--- src/rtl/pipeline_pkg.sv ---
// Shared pipeline types and widths for the instruction fetch stage.
package pipeline_pkg;

    typedef enum logic [1:0] {
        RESET,
        WAIT,
        DELIVER
    } fetch_state_t;

    localparam int ADDR_W          = 16;
    localparam int WORD_W          = 32;
    localparam int LINE_W          = 64;
    localparam int LINE_OFFSET_W   = 3;
    localparam int TAG_W           = ADDR_W - LINE_OFFSET_W;
    localparam int MEM_LATENCY_DEF = 5;

endpackage

--- src/rtl/instruction_fetch_if.sv ---
// Memory, redirect and IF/ID handshake signals of the fetch stage.
interface instruction_fetch_if;
    import pipeline_pkg::*;

    logic [ADDR_W-1:0] mem_addr;
    logic [LINE_W-1:0] mem_ins;
    logic              redirect_valid;
    logic [ADDR_W-1:0] redirect_pc;
    logic              id_ready;
    logic              instr_valid;
    logic [WORD_W-1:0] instr;
    logic [ADDR_W-1:0] pc_out;

    modport master (
        output mem_addr, instr_valid, instr, pc_out,
        input  mem_ins, redirect_valid, redirect_pc, id_ready
    );

    modport slave (
        input  mem_addr, instr_valid, instr, pc_out,
        output mem_ins, redirect_valid, redirect_pc, id_ready
    );

endinterface

--- src/rtl/fetch_line_buffer.sv ---
// Single-line fetch buffer: captured line, its tag, a tag-hit comparator
// and the low/high word select.
module fetch_line_buffer
    import pipeline_pkg::*;
(
    input  logic              clk,
    input  logic              rst_n,
    input  logic              capture,
    input  logic [LINE_W-1:0] line_in,
    input  logic [TAG_W-1:0]  capture_tag,
    input  logic [TAG_W-1:0]  lookup_tag,
    input  logic              sel_hi,
    output logic              hit,
    output logic [WORD_W-1:0] word
);

    logic [LINE_W-1:0] line_buf;
    logic [TAG_W-1:0]  line_tag;
    logic              line_valid;

    // NOTE: line_buf is a flip-flop register, not a RAM macro, so it can take
    // the async reset; a real memory array would be left unreset.
    always_ff @(posedge clk or negedge rst_n) begin
        if (!rst_n) begin
            line_buf   <= '0;
            line_tag   <= '0;
            line_valid <= 1'b0;
        end else if (capture) begin
            line_buf   <= line_in;
            line_tag   <= capture_tag;
            line_valid <= 1'b1;
        end
    end

    assign hit  = line_valid && (lookup_tag == line_tag);
    assign word = sel_hi ? line_buf[LINE_W-1:WORD_W] : line_buf[WORD_W-1:0];

endmodule

--- src/rtl/instruction_fetch.sv ---
// Instruction fetch stage: one outstanding line access, two-word delivery
// over valid/ready, and redirects that reuse the buffered line when they hit.
module instruction_fetch
    import pipeline_pkg::*;
#(
    parameter int unsigned       MEM_LATENCY = MEM_LATENCY_DEF,
    parameter logic [ADDR_W-1:0] RESET_PC    = 16'h0000
) (
    input logic                 clk,
    input logic                 rst_n,
    instruction_fetch_if.master bus
);

    localparam int CNT_W = $clog2(MEM_LATENCY + 2);

    fetch_state_t      state, state_next;
    logic [ADDR_W-1:0] pc, pc_next, pc_inc, target_pc, mem_addr;
    logic [CNT_W-1:0]  wait_cnt, wait_cnt_next;
    logic [TAG_W-1:0]  lookup_tag;
    logic              hit, capture, keep_waiting, delivering;
    logic [WORD_W-1:0] word;

    assign pc_inc     = pc + ADDR_W'(4);
    assign target_pc  = bus.redirect_pc & ~ADDR_W'(3);
    assign lookup_tag = bus.redirect_valid ? target_pc[ADDR_W-1:LINE_OFFSET_W]
                                           : pc_inc[ADDR_W-1:LINE_OFFSET_W];

    always_ff @(posedge clk or negedge rst_n) begin
        if (!rst_n) begin
            state    <= RESET;
            pc       <= RESET_PC;
            mem_addr <= {RESET_PC[ADDR_W-1:LINE_OFFSET_W], {LINE_OFFSET_W{1'b0}}};
            wait_cnt <= '0;
        end else begin
            state    <= state_next;
            pc       <= pc_next;
            mem_addr <= {pc_next[ADDR_W-1:LINE_OFFSET_W], {LINE_OFFSET_W{1'b0}}};
            wait_cnt <= wait_cnt_next;
        end
    end

    // The reset cycle counts as the first cycle of the access to RESET_PC.
    always_comb begin
        // NOTE: every variable gets its default before any branch so no path
        // leaves one unassigned and infers a latch.
        state_next    = state;
        pc_next       = pc;
        wait_cnt_next = wait_cnt;
        keep_waiting  = 1'b0;
        capture       = 1'b0;

        if (bus.redirect_valid) begin
            pc_next = target_pc;
            if (hit) begin
                state_next = DELIVER;
            end else if (state != DELIVER &&
                         target_pc[ADDR_W-1:LINE_OFFSET_W] == mem_addr[ADDR_W-1:LINE_OFFSET_W]) begin
                keep_waiting = 1'b1;
            end else begin
                state_next    = WAIT;
                wait_cnt_next = '0;
            end
        end else begin
            unique case (state)
                RESET, WAIT: keep_waiting = 1'b1;
                DELIVER: begin
                    if (bus.id_ready) begin
                        pc_next = pc_inc;
                        if (!hit) begin
                            state_next    = WAIT;
                            wait_cnt_next = '0;
                        end
                    end
                end
                default: state_next = WAIT;
            endcase
        end

        if (keep_waiting) begin
            if (wait_cnt == CNT_W'(MEM_LATENCY)) begin
                capture    = 1'b1;
                state_next = DELIVER;
            end else begin
                wait_cnt_next = wait_cnt + 1'b1;
                state_next    = WAIT;
            end
        end
    end

    fetch_line_buffer u_line_buffer (
        .clk         (clk),
        .rst_n       (rst_n),
        .capture     (capture),
        .line_in     (bus.mem_ins),
        .capture_tag (pc[ADDR_W-1:LINE_OFFSET_W]),
        .lookup_tag  (lookup_tag),
        .sel_hi      (pc[LINE_OFFSET_W-1]),
        .hit         (hit),
        .word        (word)
    );

    assign delivering      = (state == DELIVER);
    assign bus.mem_addr    = mem_addr;
    assign bus.instr_valid = delivering;
    assign bus.instr       = delivering ? word : '0;
    assign bus.pc_out      = delivering ? pc : '0;

endmodule

--- src/flat_wrapper.sv ---
// flat-port wrapper written by rule: the top's interface ports become plain ports
module instruction_fetch_flat import pipeline_pkg::*;
#(
    parameter int unsigned       MEM_LATENCY = MEM_LATENCY_DEF,
    parameter logic [ADDR_W-1:0] RESET_PC    = 16'h0000
)
  (clk, rst_n, bus_mem_addr, bus_instr_valid, bus_instr, bus_pc_out, bus_mem_ins, bus_redirect_valid, bus_redirect_pc, bus_id_ready);
  instruction_fetch_if bus_i ();
  input logic clk;
  input logic rst_n;
  output wire logic [$bits(bus_i.mem_addr)-1:0] bus_mem_addr;
  output wire logic [$bits(bus_i.instr_valid)-1:0] bus_instr_valid;
  output wire logic [$bits(bus_i.instr)-1:0] bus_instr;
  output wire logic [$bits(bus_i.pc_out)-1:0] bus_pc_out;
  input wire logic [$bits(bus_i.mem_ins)-1:0] bus_mem_ins;
  input wire logic [$bits(bus_i.redirect_valid)-1:0] bus_redirect_valid;
  input wire logic [$bits(bus_i.redirect_pc)-1:0] bus_redirect_pc;
  input wire logic [$bits(bus_i.id_ready)-1:0] bus_id_ready;
  assign bus_mem_addr = bus_i.mem_addr;
  assign bus_instr_valid = bus_i.instr_valid;
  assign bus_instr = bus_i.instr;
  assign bus_pc_out = bus_i.pc_out;
  assign bus_i.mem_ins = bus_mem_ins;
  assign bus_i.redirect_valid = bus_redirect_valid;
  assign bus_i.redirect_pc = bus_redirect_pc;
  assign bus_i.id_ready = bus_id_ready;
  instruction_fetch #(.MEM_LATENCY(MEM_LATENCY), .RESET_PC(RESET_PC)) u_core (.clk(clk), .rst_n(rst_n), .bus(bus_i));
endmodule
--- config.mk ---
export PLATFORM = sky130hd
export DESIGN_NAME = instruction_fetch_flat
export DESIGN_NICKNAME = d
export VERILOG_FILES = /design/src/rtl/pipeline_pkg.sv /design/src/rtl/instruction_fetch_if.sv /design/src/rtl/fetch_line_buffer.sv /design/src/rtl/instruction_fetch.sv /design/src/flat_wrapper.sv
export SDC_FILE = /design/constraint.sdc
export NUM_CORES = 1
export LEC_CHECK = 0
export BUFFER_PORTS_ARGS = -buffer_cell sky130_fd_sc_hd__clkbuf_2
export CORE_MARGIN = 8
export CORE_UTILIZATION = 54
export DETAILED_ROUTE_END_ITERATION = 10
export PLACE_DENSITY = 0.81
export SKIP_CTS_REPAIR_TIMING = 1
export SLEW_MARGIN = 10
export SYNTH_ARGS = -nofsm -noshare
export SYNTH_HDL_FRONTEND = slang
export SYNTH_SLANG_ARGS = --single-unit
--- constraint.sdc ---
create_clock -name clk -period 3.9 [get_ports clk]
set_input_delay 0.78 -clock clk [delete_from_list [all_inputs] [get_ports clk]]
set_output_delay 0.78 -clock clk [all_outputs]
set_load 0.05 [all_outputs]
==> run_results.csv <==
group,metric,value,unit
run_status,run_status,"finished clean",
worst_setup_path,worstReg2RegEnd,"u_core.u_line_buffer.line_buf[62]",
synthesis,synth_area_leaders,"dfrtp_1 41%, mux2_4 19%, mux2i_1 6.1%",
layout,final_cell_mix,"140 x clkbuf_2, 96 x dfrtp_1, 77 x mux2_4, 49 x nor2_1, 36 x mux2i_1",
synthesis,syn_avg_cell_area,11.3,um2
synthesis,synth_top_area_cell,"dfrtp_1",
synthesis,synth-edff-count,0,
worst_setup_path,ff2ff_path_depth,10,
worst_setup_path,rr_startpoint,"u_core.bus.mem_addr[5]",
placement,port_buffers,141,
pwr,p_comb_frac,0.344,
global_route,grt_pass1_vias,4847,
global_route,antenna_found_initial,0,
layout,layout_commonest_cell,"clkbuf_2",
pwr,clkPwrFrac,0.177,
synthesis,synth_top_area_frac,0.408,
pwr,switching_power,0.00114,W
placement,gp_congestion,0.934,
clocking,clk_latency,390,ps
synthesis,async_reset_ff_frac,1.00,
clocking,cts_root_buffer,"clkbuf_8",
sta,finalCriticalPeriod,3380,ps
synthesis,yosysUniqueCellTypes,47,
layout,area_growth,15.8,%
hold_path,whs_path_depth,1,
sta,worst_pin_slew,1030,ps
hold_path,hold_class,"flop to flop",
pwr,p_int,0.00233,W
synthesis,syn_area,5940,um2
hold_path,holdPathEnd,"u_core.u_line_buffer.line_valid",
sta,slew_violations,0,
floorplanning,num_rows,38,
global_route,grt.total_usage,0.214,
sta,skew,13.3,ps
layout,insertedDiodeCount,0,
clocking,clk_pin_slew,90,ps
pwr,leakagePower,3.49,nW
floorplanning,die-area,14600,um2
clocking,clock_sinks,97,
floorplanning,boundaryPins,149,
drt,drt_pass1_iterations,4,
synthesis,ys_ff_latch,97,
sta,fin_crit_sh,0.868,
hold_path,hp-start,"u_core.u_line_buffer.line_valid",
drt,ant_nets,0,
synthesis,ys.flop_type,"dfrtp_1",
worst_setup_path,cp_max_fo,17,
synthesis,netlist_instances,527,
floorplanning,start_util,0.551,
worst_setup_path,arrival,3660,ps
layout,instances_no_fill,801,
sta,rsz0062_at_grt,"false",
layout,fillers,859,
clocking,cts_buffer_depth,2,
global_route,grt_start_max_net_pins,81,
sta,finalHoldViolations,0,
sta,relSlewSlack,0.313,
placement,hpwl,11400,um
sta,tns,0,ps
pwr,p_per_area,504,nW/um2
global_route,grt_overflow,0,
synthesis,yosys_warnings,0,
pwr,seq_power_share,0.479,
drt,vias,4494,
job,maxCapViolations,0,
drt,wl_per_cell,18.9,um
sta,setup_violations,0,
sta,max_freq,296,MHz
clocking,numCtsBuffers,9,
synthesis,seq_area_frac_synth,0.408,
layout,utilization,0.638,
clocking,cts_tree,"done",
pwr,p_sw_frac,0.328,
worst_setup_path,startpoint_type,"flop",
drt,drt-initial-drc-count,201,
layout,num-nets-final,743,
global_route,grt_pass1_wl,25000,um
floorplanning,core-area,10800,um2
worst_setup_path,r2r_slack,520,ps
placement,placedCellCount,785,
drt,route.detailed.drc,0,
worst_setup_path,path_class,"flop to flop",
pwr,peakVddDrop,386,uV
layout,drive_above_1_share,0.389,
clocking,cts_max_level,3,
floorplanning,die_x,121,um
floorplanning,die_h,121,um
drt,wl,15100,um
drt,vias_per_cell,5.61,
worst_setup_path,end_kind,"flop",
worst_setup_path,cp.required,4170,ps
logic make-up after synthesis:
family,synth area share
mux,0.259
buf+inv,0.0623
flops,0.408
compound gates,0.0634
fa+ha+maj,0.00632
simple gates,0.132
xor+xnor,0.0678
other cells,0.000631
per-stage QoR:
stage,worst slack [ps],power [W],instance area (um2),hold slack (ps)
6_report,516,0.00347,6890,496
2_1_floorplan,503,0.00256,5960,434
3_3_place_gp,186,0.00280,6710,458
5_1_grt,253,0.00367,6890,522
4_1_cts,556,0.00349,6890,491
3_5_place_dp,155,0.00287,6710,462
final cells by class:
class,instances,area (um2),area share
timing repair buffer,158,911,0.132
clock buffer,11,131,0.0191
clock inverter,5,41.3,0.00600
inverter,9,33.8,0.00491
sequential,97,2430,0.353
multi-input combinational,381,3160,0.460
tap,140,175,0.0254
flip-flops by register name, summed over array words and instances, names as in the netlist:
| signal | count |
|---|---|
| u_core.u_line_buffer.line_tag | 13 |
| u_core.bus.mem_addr | 13 |
| u_core.wait_cnt | 3 |
| u_core.u_line_buffer.line_valid | 1 |
| u_core.state | 2 |
| u_core.pc | 1 |
| u_core.u_line_buffer.line_buf | 64 |
how the worst max path moves through the flow:
stage / cells past startpoint / slack [ps] / end / start
5_1_grt: 10 / 250 / u_core.u_line_buffer.line_buf[59] / u_core.bus.mem_addr[5]
3_3_place_gp: 11 / 190 / u_core.u_line_buffer.line_buf[49] / bus_redirect_pc[11]
2_1_floorplan: 13 / 500 / u_core.u_line_buffer.line_tag[0] / u_core.bus.mem_addr[3]
3_5_place_dp: 11 / 160 / u_core.u_line_buffer.line_buf[62] / bus_redirect_pc[11]
4_1_cts: 10 / 560 / u_core.u_line_buffer.line_buf[62] / u_core.bus.mem_addr[5]
6_report: 10 / 520 / u_core.u_line_buffer.line_buf[62] / u_core.bus.mem_addr[5]
critical path, stage by stage (launching register included):
cell     delay [ps]
dfrtp_1         570
nand4_1         330
o21ai_0         250
a22oi_1         120
or4_1           540
nor4_1          250
a31oi_1         160
nor2_1          170
or2_4           340
buf_12          230
mux2_4          310
power groups by stage:
stage               Combinational (W)  Sequential [W]  Clock (W)
floorplan                    0.000958         0.00160          0
global placement              0.00115         0.00164          0
detailed placement            0.00120         0.00166          0
CTS                           0.00120         0.00166   0.000629
global route                  0.00129         0.00171   0.000664
finish                        0.00120         0.00166   0.000613
synth_stat cells, drive strengths merged (2+ instances only):
master and count:
a21boi 2, nor4b 4, o2111ai 3, mux2i 36, or3 2, nor4 7
a31oi 3, o22ai 2, xnor2 31, mux2 79, nand2 19, ha 3
a211o 3, clkbuf 14, and3 2, nor3 8, dfrtp 97, inv 9
and4 3, and2 15, a31o 2, nand3 10, xor2 15, buf 30
o2bb2ai 2, or4 2, o211ai 2, o21ai 26, a21oi 8, nor2b 7
nand4 16, nor2 49, nand2b 6, nor3b 2, a211oi 2
layer usage:
| metal | GRT usage | wire, um |
|---|---|---|
| met3 | 0.0605 | 1230 |
| met4 | 0.109 | 478 |
| met1 | 0.270 | 6520 |
| met5 | 0 | 0 |
| met2 | 0.330 | 6900 |
Power figures use the tool's default switching activity.
